File: config.mk
export PLATFORM = sky130hd
export DESIGN_NAME = calib_sequencer
export DESIGN_NICKNAME = d
export VERILOG_FILES = /design/src/rtl/calib_sequencer_pkg.sv /design/src/rtl/calib_sequencer_zone_extents.sv /design/src/rtl/calib_sequencer.sv
export SDC_FILE = /design/constraint.sdc
export NUM_CORES = 1
export LEC_CHECK = 0
export BUFFER_PORTS_ARGS = -buffer_cell sky130_fd_sc_hd__buf_2
export CORE_UTILIZATION = 35
export CTS_CLUSTER_SIZE = 25
export DETAILED_ROUTE_END_ITERATION = 8
export SLEW_MARGIN = 10
export SYNTH_ARGS = -nofsm -noshare
export SYNTH_HDL_FRONTEND = slang
export SYNTH_HIERARCHICAL = 1
export SYNTH_SLANG_ARGS = --single-unit
File: constraint.sdc
create_clock -name clk -period 16 [get_ports clk]
set_input_delay 2.4 -clock clk [delete_from_list [all_inputs] [get_ports clk]]
set_output_delay 2.4 -clock clk [all_outputs]
set_load 0.01 [all_outputs]
File: src/rtl/calib_sequencer_pkg.sv
// Shared FSM encoding and VGA frame-timing widths for the calibration sequencer,
// the centre-of-mass logic and the cue tracker.
package calib_sequencer_pkg;

    localparam int HC_W = 11;   // hcount width
    localparam int VC_W = 10;   // vcount width
    localparam int X_W  = 11;   // zone x coordinate width
    localparam int Y_W  = 10;   // zone y coordinate width

    typedef enum logic [2:0] {
        ST_IDLE    = 3'd0,
        ST_ARM     = 3'd1,
        ST_COLLECT = 3'd2,
        ST_CHECK   = 3'd3,
        ST_DONE    = 3'd4,
        ST_FAIL    = 3'd5
    } state_t;

    function automatic logic [X_W-1:0] abs_diff(input logic [X_W-1:0] a,
                                                input logic [X_W-1:0] b);
        return (a >= b) ? (a - b) : (b - a);
    endfunction

    function automatic logic is_frame_start(input logic [HC_W-1:0] hc,
                                            input logic [VC_W-1:0] vc);
        return (hc == '0) && (vc == '0);
    endfunction

    function automatic logic is_line_start(input logic [HC_W-1:0] hc,
                                           input logic [VC_W-1:0] vc,
                                           input logic [VC_W-1:0] line);
        return (hc == '0) && (vc == line);
    endfunction

endpackage

File: src/rtl/calib_sequencer_zone_extents.sv
// Combinational zone geometry: four {left,right}/{top,bottom} boxes in, four
// centres and the min/max centre per axis out (ties keep the lowest zone index).
module calib_sequencer_zone_extents
    import calib_sequencer_pkg::*;
(
    input  logic [3:0][2*X_W-1:0] i_hor,
    input  logic [3:0][2*Y_W-1:0] i_vert,
    output logic [3:0][X_W-1:0]   o_cx,
    output logic [3:0][Y_W-1:0]   o_cy,
    output logic [X_W-1:0]        o_x_min,
    output logic [X_W-1:0]        o_x_max,
    output logic [Y_W-1:0]        o_y_min,
    output logic [Y_W-1:0]        o_y_max
);

    logic [X_W:0] w_sum_x [4];
    logic [Y_W:0] w_sum_y [4];

    always_comb begin
        for (int i = 0; i < 4; i++) begin
            // One extra bit on the sum so (l+r) never wraps before the halving.
            w_sum_x[i] = {1'b0, i_hor[i][2*X_W-1:X_W]}  + {1'b0, i_hor[i][X_W-1:0]};
            w_sum_y[i] = {1'b0, i_vert[i][2*Y_W-1:Y_W]} + {1'b0, i_vert[i][Y_W-1:0]};
            o_cx[i]    = w_sum_x[i][X_W:1];
            o_cy[i]    = w_sum_y[i][Y_W:1];
        end
    end

    always_comb begin
        o_x_min = o_cx[0];
        o_x_max = o_cx[0];
        o_y_min = o_cy[0];
        o_y_max = o_cy[0];
        for (int i = 1; i < 4; i++) begin
            if (o_cx[i] < o_x_min) o_x_min = o_cx[i];
            if (o_cx[i] > o_x_max) o_x_max = o_cx[i];
            if (o_cy[i] < o_y_min) o_y_min = o_cy[i];
            if (o_cy[i] > o_y_max) o_y_max = o_cy[i];
        end
    end

endmodule

File: src/rtl/calib_sequencer.sv
// Calibration sequencer for the four-zone IR tracker: per-frame zone reset pulse,
// frame-to-frame stability check of the four markers, and table-extent latching.
module calib_sequencer
    import calib_sequencer_pkg::*;
#(
    parameter int RESET_LEN     = 10,
    parameter int SAMPLE_V      = 600,
    parameter int TOL           = 4,
    parameter int STABLE_FRAMES = 8,
    parameter int MAX_FRAMES    = 120
) (
    input  logic            clk,
    input  logic            reset_n,
    input  logic            start,
    input  logic [HC_W-1:0] hcount,
    input  logic [VC_W-1:0] vcount,
    input  logic [21:0]     hor1,
    input  logic [21:0]     hor2,
    input  logic [21:0]     hor3,
    input  logic [21:0]     hor4,
    input  logic [19:0]     vert1,
    input  logic [19:0]     vert2,
    input  logic [19:0]     vert3,
    input  logic [19:0]     vert4,
    input  logic [3:0]      zone_found,
    output logic            zone_reset,
    output logic            calibrated,
    output logic            cal_fail,
    output logic            busy,
    output logic [X_W-1:0]  xo,
    output logic [X_W-1:0]  xf,
    output logic [Y_W-1:0]  yo,
    output logic [Y_W-1:0]  yf,
    output logic [3:0]      stable_cnt
);

    localparam int                FC_W       = $clog2(MAX_FRAMES + 1);
    localparam int                ZR_W       = $clog2(RESET_LEN + 1);
    localparam logic [FC_W-1:0]   FRAME_LIM  = FC_W'(MAX_FRAMES);
    localparam logic [3:0]        STABLE_LIM = 4'(STABLE_FRAMES);
    localparam logic [ZR_W-1:0]   ZR_LEN     = ZR_W'(RESET_LEN);
    localparam logic [X_W-1:0]    TOL_X      = X_W'(TOL);
    localparam logic [VC_W-1:0]   SAMPLE_LN  = VC_W'(SAMPLE_V);

    state_t                  r_state;
    state_t                  w_next_state;

    logic [ZR_W-1:0]         r_zr_cnt;
    logic [3:0][2*X_W-1:0]   r_hor;
    logic [3:0][2*Y_W-1:0]   r_vert;
    logic [3:0][X_W-1:0]     r_prev_cx;
    logic [3:0][Y_W-1:0]     r_prev_cy;
    logic                    r_first;
    logic [3:0]              r_stable_cnt;
    logic [FC_W-1:0]         r_frame_cnt;
    logic [X_W-1:0]          r_xo;
    logic [X_W-1:0]          r_xf;
    logic [Y_W-1:0]          r_yo;
    logic [Y_W-1:0]          r_yf;

    logic                    w_frame_start;
    logic                    w_sample_pt;
    logic [3:0][X_W-1:0]     w_cx;
    logic [3:0][Y_W-1:0]     w_cy;
    logic [X_W-1:0]          w_x_min;
    logic [X_W-1:0]          w_x_max;
    logic [Y_W-1:0]          w_y_min;
    logic [Y_W-1:0]          w_y_max;
    logic                    w_within;
    logic                    w_stable;
    logic [3:0]              w_stable_next;
    logic [FC_W-1:0]         w_frame_next;

    assign w_frame_start = is_frame_start(hcount, vcount);
    assign w_sample_pt   = is_line_start(hcount, vcount, SAMPLE_LN);

    calib_sequencer_zone_extents u_zone_extents (
        .i_hor   (r_hor),
        .i_vert  (r_vert),
        .o_cx    (w_cx),
        .o_cy    (w_cy),
        .o_x_min (w_x_min),
        .o_x_max (w_x_max),
        .o_y_min (w_y_min),
        .o_y_max (w_y_max)
    );

    // Every centre must stay within TOL of the previous frame, inclusive.
    always_comb begin
        w_within = 1'b1;
        for (int i = 0; i < 4; i++) begin
            if (abs_diff(w_cx[i], r_prev_cx[i]) > TOL_X)
                w_within = 1'b0;
            if (abs_diff({1'b0, w_cy[i]}, {1'b0, r_prev_cy[i]}) > TOL_X)
                w_within = 1'b0;
        end
    end

    assign w_stable      = (zone_found == 4'b1111) && !r_first && w_within;
    assign w_stable_next = w_stable ? (r_stable_cnt + 4'd1) : 4'd0;
    assign w_frame_next  = r_frame_cnt + 1'b1;

    // The zone pulse free-runs off the raster so tracking keeps working in IDLE/DONE.
    always_ff @(posedge clk) begin
        // NOTE: non-blocking assignments for all registered state, so every flop
        // samples the pre-edge values regardless of block ordering.
        if (!reset_n)
            r_zr_cnt <= '0;
        else if (w_frame_start)
            r_zr_cnt <= ZR_LEN;
        else if (r_zr_cnt != '0)
            r_zr_cnt <= r_zr_cnt - 1'b1;
    end

    always_ff @(posedge clk) begin
        if (!reset_n)
            r_state <= ST_IDLE;
        else
            r_state <= w_next_state;
    end

    always_comb begin
        // NOTE: default first so every path assigns the next state and no latch forms.
        w_next_state = r_state;
        case (r_state)
            ST_ARM:     if (w_frame_start) w_next_state = ST_COLLECT;
            ST_COLLECT: if (w_sample_pt)   w_next_state = ST_CHECK;
            ST_CHECK: begin
                if (w_stable_next == STABLE_LIM)
                    w_next_state = ST_DONE;
                else if (w_frame_next == FRAME_LIM)
                    w_next_state = ST_FAIL;
                else
                    w_next_state = ST_COLLECT;
            end
            default: w_next_state = r_state;
        endcase
        if (start)
            w_next_state = ST_ARM;
    end

    always_ff @(posedge clk) begin
        if (!reset_n) begin
            // NOTE: the bound snapshot is a handful of flops rather than a RAM,
            // so it is reset with everything else and never shows X downstream.
            r_hor        <= '0;
            r_vert       <= '0;
            r_prev_cx    <= '0;
            r_prev_cy    <= '0;
            r_first      <= 1'b1;
            r_stable_cnt <= '0;
            r_frame_cnt  <= '0;
            r_xo         <= '0;
            r_xf         <= '0;
            r_yo         <= '0;
            r_yf         <= '0;
        end else if (start) begin
            r_stable_cnt <= '0;
        end else begin
            case (r_state)
                ST_ARM: begin
                    r_stable_cnt <= '0;
                    r_frame_cnt  <= '0;
                    r_first      <= 1'b1;
                end
                ST_COLLECT: begin
                    if (w_sample_pt) begin
                        r_hor  <= {hor4, hor3, hor2, hor1};
                        r_vert <= {vert4, vert3, vert2, vert1};
                    end
                end
                ST_CHECK: begin
                    r_frame_cnt  <= w_frame_next;
                    r_stable_cnt <= w_stable_next;
                    r_prev_cx    <= w_cx;
                    r_prev_cy    <= w_cy;
                    r_first      <= 1'b0;
                    // Extents are only published on success; FAIL keeps the old table.
                    if (w_stable_next == STABLE_LIM) begin
                        r_xo <= w_x_min;
                        r_xf <= w_x_max;
                        r_yo <= w_y_min;
                        r_yf <= w_y_max;
                    end
                end
                default: ;
            endcase
        end
    end

    assign zone_reset = (r_zr_cnt != '0);
    assign calibrated = (r_state == ST_DONE);
    assign cal_fail   = (r_state == ST_FAIL);
    assign busy       = (r_state == ST_ARM) || (r_state == ST_COLLECT) ||
                        (r_state == ST_CHECK);
    assign stable_cnt = r_stable_cnt;
    assign xo         = r_xo;
    assign xf         = r_xf;
    assign yo         = r_yo;
    assign yf         = r_yf;

endmodule
# --- Yosys cells after proc, flatten, opt, wreduce, memory -nomap -nowiden ---
# Index checks and enable logic that the tools add are counted.
totals:
  out_inout_bits: 50
  mem_count: 0
  ram_bits: 0
  regBits: 313
  rom_bits: 0
  latchBits: 0
classes:
  n_mux: 40
  div_mod_pow: 0
  order_cmp: 28
  n_reduce_logical: 22
  n_addsub: 27
  eq_ne: 13
  n_bitwise: 2
  mul: 0
  shift: 0
op_table:
  columns: ["cell", "n"]
  rows:
  - ["11-bit 2-to-1 mux", 14]
  - ["11-bit by 3-bit greater-than comparator with 1-bit output, second input constant", 8]
  - ["10-bit by 10-bit subtractor with 11-bit output", 8]
  - ["11-bit subtractor", 8]
  - ["10-bit 2-to-1 mux", 6]
  - ["11-bit by 11-bit adder with 12-bit output", 4]
  - ["10-bit by 10-bit adder with 11-bit output", 4]
  - ["11-bit >= comparator", 4]
  - ["10-bit >= comparator", 4]
  - ["11-bit greater-than comparator", 3]
  - ["11-bit < comparator", 3]
  - ["10-bit greater-than comparator", 3]
  - ["10-bit < comparator", 3]
  - ["7-bit one-hot mux with 2 select lines", 1]
  - ["3-bit 2-to-1 mux", 4]
  - ["4-bit 2-to-1 mux", 3]
  - ["3-bit AND reduction", 4]
  - ["11-bit logical NOT", 1]
  - ["10-bit == test, second input constant", 1]
  - ["10-bit logical NOT", 1]
  - ["1-bit 2-to-1 mux", 9]
  - ["3-bit one-hot mux with 3 select lines", 1]
  - ["4-bit == test, second input constant", 2]
  - ["4-bit one-hot mux with 2 select lines", 1]
  - ["other kinds (19)", 32]

# --- Longest topological paths before layout ---
# Gate-level depths: netlist of run 1.
logic_depth:
  depth_word: 18
  ltp_mapped: 43
  mapped_depth_nobuf: 41

# --- Cells and area by module ---
# The synthesis of run 1 kept the hierarchy.
modules_own_cells:
  columns: ["module", "area_each_um2", "seq_area_each_um2", "instances", "cells_per_inst"]
  rows:
  - ["calib_sequencer", 19927.9, 6266.0, 1, 2658]
  - ["calib_sequencer_zone_extents", 7073.0, 0.0, 1, 879]

# --- Worst setup path before layout of run 1 ---
# No wires, ideal clock.
synth_timing:
  kind: "register to register"
  from: "register r_hor[0] in the netlist's numbering"
  to: "register r_xf[0] (netlist: xf[0])"
  synth_period_minus_slack_ns: 8.390
  required_time_ns: 15.868
  setup_time_ns: 0.132
  t_arrival_ns: 8.258
  stages_incl_launch_ff: 44
  setup_slack_ns: 7.610
  path_cell_list: "dfxtp_1 and2_1 fa_1 a211oi_1 o21bai_1 a21oi_1 o21bai_1 a21oi_1 xnor2_1 inv_1 ha_1 o21ai_0 o21bai_1 maj3_2 a31oi_2 a31o_2 buf_4 mux2i_1 [8 not listed] o41ai_1 a41oi_1 mux2_2 ha_1 nor2b_1 o21a_1 o21a_1 o21a_1 o21a_1 o21a_1 o21a_1 o21ai_0 a211o_1 a41oi_1 buf_1 mux2_2 nand4_1 a21oi_1"
synth_lines:
  columns: ["element", "line_no", "text"]
  rows:
  - ["from (decl)", "calib_sequencer.sv:49", "logic [3:0][2*X_W-1:0] r_hor;"]
  - ["from (signal assigned)", "calib_sequencer.sv:168", "r_hor <= {hor4, hor3, hor2, hor1};"]
  - ["to (signal assigned)", "calib_sequencer.sv:181", "r_xf <= w_x_max;"]
  - ["to (decl)", "calib_sequencer.sv:57", "logic [X_W-1:0] r_xf;"]

==> results of run 1 <==
## where the power goes
part	internal, uW	switching [uW]	leakage (uW)
combinational	18.5	23.8	0.00956
clock	572	405	0.000698
sequential	779	0.359	0.00252
## metal layers
layer | GRT usage (%) | part of all wire [%]
met5 | 0 | 0
met2 | 32.1 | 44
met4 | 4.46 | 1.8
met3 | 3.14 | 5.8
met1 | 28.9 | 48
## registers in the layout (all words and copies together), names as in the netlist, 3 cells and up
register / flops
r_hor: 88
r_vert: 80
r_prev_cx: 44
r_prev_cy: 40
xf: 11
xo: 11
yf: 10
yo: 10
r_frame_cnt: 7
r_zr_cnt: 4
stable_cnt: 4
r_state: 3
## path summary, 6_finish.rpt
| check | end | slack [ns] | start | cells past startpoint |
|---|---|---|---|---|
| hold / removal | r_hor[77] | 0.45 | r_hor[77] | 2 |
| setup reg to reg | xf[0] | 6.08 | r_hor[0] | 42 |
| setup / recovery | xf[0] | 6.08 | r_hor[0] | 42 |
| hold reg to reg | r_hor[77] | 0.45 | r_hor[77] | 2 |
## cells in the final DEF, fill, tap and decap left out, types with 50 or more instances in the layout
cell type	count
sky130_fd_sc_hd__nand2_1	622
sky130_fd_sc_hd__a21oi_1	506
sky130_fd_sc_hd__ha_1	340
sky130_fd_sc_hd__dfxtp_1	313
sky130_fd_sc_hd__inv_1	294
sky130_fd_sc_hd__buf_2	245
sky130_fd_sc_hd__o21ai_0	119
sky130_fd_sc_hd__nor2_1	114
sky130_fd_sc_hd__mux2i_1	93
sky130_fd_sc_hd__nand4_1	89
sky130_fd_sc_hd__xnor2_1	76
sky130_fd_sc_hd__a21o_1	69
sky130_fd_sc_hd__mux2_2	50
## layout make-up
cell class	count	share of cell area, %
inverter	296	3.67
clock inverter	24	0.829
tap	1030	4.22
multi-input combinational	2750	62.0
timing repair buffer	282	4.93
sequential	313	20.5
clock buffer	52	3.83
## cell families after synthesis
family                     Yosys count
and+or+nand+nor                   1103
AOI/OAI and AO/OA                 1022
buffers and inverters              474
adders and majority gates          365
DFF                                313
muxes                              146
xor gates and xnor gates           114
## per-stage QoR
stage | power, uW | hold WS, ns
3_3_place_gp | 840 | 0.440
3_5_place_dp | 840 | 0.444
5_1_grt | 1850 | 0.470
4_1_cts | 1820 | 0.453
6_report | 1800 | 0.452
2_1_floorplan | 810 | 0.432
## worst reg2reg max path, delay by kind of cell (launching register included)
family / cells / cell delay (ns)
xor+xnor: 1 / 0.37
flops: 1 / 0.31
compound gates: 27 / 5.35
buf+inv: 2 / 0.39
simple gates: 4 / 0.51
mux: 3 / 1.15
fa+ha+maj: 5 / 1.69
==> flow_metrics.tcl, run 1 <==
set metrics [dict create \
    status "complete, no violations" \
    unrepaired_setup_endpoints_after_global_routing "false" \
    leakage_power_summed_over_all_cells_uw 0.0128 \
    clock_sink_count 313 \
    place_worst_setup_slack_ns 6.21 \
    timing.critical_path.slowest_stage_cell "sky130_fd_sc_hd__a31oi_2" \
    seq_area_um2 6270 \
    timing.setup.critical_path_class "register to register" \
    crit_fanout 15 \
    die-area_um2 78300 \
    detailedRoute.firstPassIterationCount 5 \
    die_w_um 280 \
    diodes 0 \
    yosysSeqAreaShare_pct 23.2 \
    dr_total_vias 25300 \
    final_min_period_over_clock_period_pct 62.0 \
    synth-compound-area-share_pct 24.1 \
    dominant_combinational_cell_family_by_area_after_synthesis "compound AO/OA/AOI/OAI gates" \
    post_drt_wl_per_cell_um 17.4 \
    max-clock-path-buffers 3 \
    synth_xor_area_share_pct 3.73 \
    layout.cells.non_filler 4747 \
    worst_ir_drop_vdd_mv 0.0557 \
    flow.area_growth_from_synthesis_pct 13.0 \
    worst_clock_skew_ns 0.0310 \
    worst-path-buf-inv 2 \
    p_per_area_nw_per_um2 59.0 \
    postLayoutSetupSlackWorst_ns 6.08 \
    worst-endpoint-arrival_ns 10.35 \
    postSynth.asyncResetShare_pct 0 \
    dpl.hpwl_mm 64.0 \
    fillers 7997 \
    min-delay-path-class "register to register" \
    placed_cells 4671 \
    synth_top_area_share_pct 23.2 \
    post_synth.cell_area_avg_um2 7.63 \
    worst_setup_path_start_kind "register" \
    final-hold-violation-count 0 \
    first_global_vias 23400 \
    synth-seq-cells 313 \
    finish.net_count 4244 \
    yosysWarnings 6 \
    cts_buffers 41 \
    core_region_area_um2 76100 \
    synthSimpleGateAreaFrac_pct 18.8 \
    fin_tns_setup_ns 0 \
    ctsHtreeMaxLevel 2 \
    drtAntennaViolNets 0 \
    worst_path_dominant_cell_family "compound AO/OA/AOI/OAI gates" \
    cts_tree "built" \
    number_of_synthesized_flops_with_an_enable_pin 0 \
    global_route_overflow 0 \
    synth.cells.most_frequent "sky130_fd_sc_hd__nand2_1, sky130_fd_sc_hd__a21oi_1, sky130_fd_sc_hd__ha_1" \
    clk_transition_reported_paths_ns 0.06 \
    cpMostUsedCell "sky130_fd_sc_hd__o21a_1" \
    post_cts_resized 0 \
    pin_count 246 \
    placed_cell_area_um2 29100 \
    final-max-slew-violation-count 0 \
    synth-main-ff-cell "sky130_fd_sc_hd__dfxtp_1" \
    start_util_pct 35.5 \
    avgViaCountPerCell 5.32 \
    rows 101 \
    antenna_found_initial 0 \
    fmax_mhz 101 \
    max_slew_margin_pct 19.6 \
    netlist-cell-type-count 100 \
    yosys-mux-area-fraction_pct 5.70 \
    setup-violations-final 0 \
    largest_net_degree_at_the_start_of_global_routing 148 \
    multi_input_area_um2 18900 \
    tightest_slew_ns 1.19 \
    grt_pass1_wl_mm 129 \
    ctsRootBufferMaster "sky130_fd_sc_hd__clkbuf_16" \
    die-height_um 280 \
    timing.critical_path.slowest_cell_delay_ns 0.74 \
    layout-drive-gt1-share_pct 13.2 \
    timing.critical_path.to_type "register" \
    post_cts_buffers 0 \
    post-synth-top-area-cell "sky130_fd_sc_hd__dfxtp_1" \
    port_buffers 245 \
    globalRouteTotalUtil_pct 20.3 \
    final_area_um2 30500 \
    finalWirelength_mm 82.5 \
    cts_hold_repair.buffers 0 \
    synth_area_leaders "sky130_fd_sc_hd__dfxtp_1, sky130_fd_sc_hd__ha_1, sky130_fd_sc_hd__a21oi_1" \
    timing.critical_path.required_ns 16.42 \
    synth.cell_area_um2 27000 \
    cap_viol_max_count 0 \
    routability_congestion 0.938 \
    final_core_util_pct 40.1 \
    synth_nets 4097 \
    period_needed_ns 9.92 \
    synth.most_common_cell "sky130_fd_sc_hd__nand2_1" \
    adder_cell_share_of_the_synthesized_area_pct 17.6 \
    synthesis.instances 3537 \
    clock_latency_ns 0.59 \
    drt-initial-drc-count 1903 \
    drt_drc_violations_left 0 \
]
Note: power is estimated with default switching activity, not from simulation.
==> inputs of run 2 (changes only) <==
- clock period: 16 -> 9 ns (I/O delays scaled with it)
==> flow_metrics.tcl, run 2 (synthesis results as in run 1) <==
set metrics [dict create \
    worst_hold_path.endpoint "r_vert[50]" \
    final.hold.worst_slack_ns 0.448 \
    cpMostUsedCell "sky130_fd_sc_hd__o21a_1" \
    ctsHtreeMaxLevel 2 \
    start_util_pct 35.5 \
    reg2reg_to "xf[0]" \
    core_region_area_um2 76100 \
    cts_tree "built" \
    drtAntennaViolNets 0 \
    finish.net_count 4264 \
    dr_total_vias 25400 \
    reg2regPathDepth 41 \
    worst_clock_skew_ns 0.0259 \
    timing.critical_path.slowest_cell_delay_ns 0.41 \
    first_global_vias 24100 \
    unrepaired_setup_endpoints_after_global_routing "false" \
    setup-violations-final 0 \
    worst_setup_path_start_kind "register" \
    largest_registers "r_hor: 88 flops, r_vert: 80 flops, r_prev_cx: 44 flops" \
    largest_register_ff_count 88 \
    final-hold-violation-count 0 \
    die-area_um2 78300 \
    drt_drc_violations_left 0 \
    leakage_power_summed_over_all_cells_uw 0.0129 \
    antenna_found_initial 2 \
    total_power_of_the_final_layout_uw 3290 \
    worst-endpoint-arrival_ns 8.99 \
    worst_ir_drop_vdd_mv 0.123 \
    layout-drive-gt1-share_pct 13.8 \
    largest-register "r_hor" \
    clock_sink_count 313 \
    timing.critical_path.required_ns 9.42 \
    die-height_um 280 \
    clock_latency_ns 0.59 \
    timing.setup.critical_path_class "register to register" \
    pin_count 246 \
    ctsRootBufferMaster "sky130_fd_sc_hd__clkbuf_16" \
    layout.cells.most_common_list "sky130_fd_sc_hd__nand2_1, sky130_fd_sc_hd__a21oi_1, sky130_fd_sc_hd__ha_1" \
    port_buffers 245 \
    fillers 7979 \
    globalRouteTotalUtil_pct 20.9 \
    final_min_period_over_clock_period_pct 95.3 \
    finalWirelength_mm 83.5 \
    detailedRoute.firstPassIterationCount 7 \
    post_drt_wl_per_cell_um 17.5 \
    dpl.hpwl_mm 64.1 \
    crit_fanout 10 \
    p_per_area_nw_per_um2 107 \
    fin_tns_setup_ns 0 \
    die_w_um 280 \
    max_slew_margin_pct 20.7 \
    rows 101 \
    clk_transition_reported_paths_ns 0.06 \
    grt_pass1_wl_mm 133 \
    cap_viol_max_count 0 \
    diodes 0 \
    fmax_mhz 117 \
    tightest_slew_ns 1.19 \
    setup.reg_to_reg.worst_slack_ns 0.42 \
    drt-initial-drc-count 1768 \
    cts_buffers 41 \
    avgViaCountPerCell 5.33 \
    status "complete, no violations" \
    global_route_overflow 0 \
    placed_cells 4690 \
    flow.area_growth_from_synthesis_pct 14.1 \
    min-delay-path-class "register to register" \
    routability_congestion 0.931 \
    period_needed_ns 8.58 \
    worstHoldPathCells 2 \
    timing.critical_path.slowest_stage_cell "sky130_fd_sc_hd__o41ai_2" \
    timing.critical_path.to_type "register" \
    largest_net_degree_at_the_start_of_global_routing 158 \
    worstReg2RegStart "r_hor[24]" \
    max-clock-path-buffers 3 \
    hold_start "r_vert[50]" \
    layout.cells.most_common "sky130_fd_sc_hd__nand2_1" \
    layout.cells.non_filler 4767 \
    final-max-slew-violation-count 0 \
]
-- run 2: cell count changes in the layout (fill, tap and decap cells not counted), sizes merged --
cell      before  now
inv          300  296
bufinv         3    7
clkbuf        52   56
clkinvlp       4    3
clkinv        13   10
buf          282  302
-- run 2: what timing repair did --
action / 4_1_cts / 5_1_grt
buffers inserted: 0 / 1
hold buffers: 0 / 0
gates resized for setup: 0 / 8
endpoints found under the setup margin: 0 / 20
-- run 2: critical path, delay by kind of cell (launching register included) --
family | cells | cell delay [ns]
xor+xnor | 1 | 0.32
fa+ha+maj | 5 | 1.55
mux | 3 | 1.01
simple gates | 4 | 0.40
flops | 1 | 0.31
compound gates | 25 | 4.34
buf+inv | 3 | 0.48
-- run 2: layout make-up --
type                       count  area (um2)  area share [%]
clock buffer                  56        1180            3.84
clock inverter                20         313            1.02
inverter                     296        1120            3.63
multi-input combinational   2750       19000            61.6
sequential                   313        6270            20.3
tap                         1030        1290            4.18
timing repair buffer         302        1670            5.41
-- run 2: how the worst max path moves through the flow --
stage	startpoint	end	slack, ns
floorplan	r_hor[0]	xf[0]	0.61
global placement	r_hor[2]	xf[0]	0.44
detailed placement	r_hor[2]	xf[0]	0.29
CTS	r_hor[13]	xf[0]	0.27
global route	r_hor[24]	xf[8]	0.03
finish	r_hor[24]	xf[0]	0.42
-- run 2: power by group --
group | internal [uW] | switching [uW] | leakage, uW
clock | 1130 | 704 | 0.000730
combinational | 32.9 | 42.3 | 0.00969
sequential | 1390 | 0.616 | 0.00252
total | 2550 | 747 | 0.0129
-- run 2: metal layers --
metal / GRT usage (%) / up-vias / part of all wire (%)
met5: 0 / - / 0
met4: 5.21 / 0 / 2.3
met3: 3.56 / 117 / 5.9
met2: 33.1 / 619 / 43
met1: 29.3 / 11900 / 48
li1: - / 12700 / -
-- run 2: stage by stage --
stage | util [%] | instance area [um2] | worst slack [ns]
final | 40.5 | 30800 | 0.425
after global routing | 40.5 | 30800 | 0.0339
after CTS | 40.4 | 30700 | 0.271
after detailed placement | 38.4 | 29200 | 0.294
after global placement | 38.4 | 29200 | 0.439
after floorplan | - | 27000 | 0.610
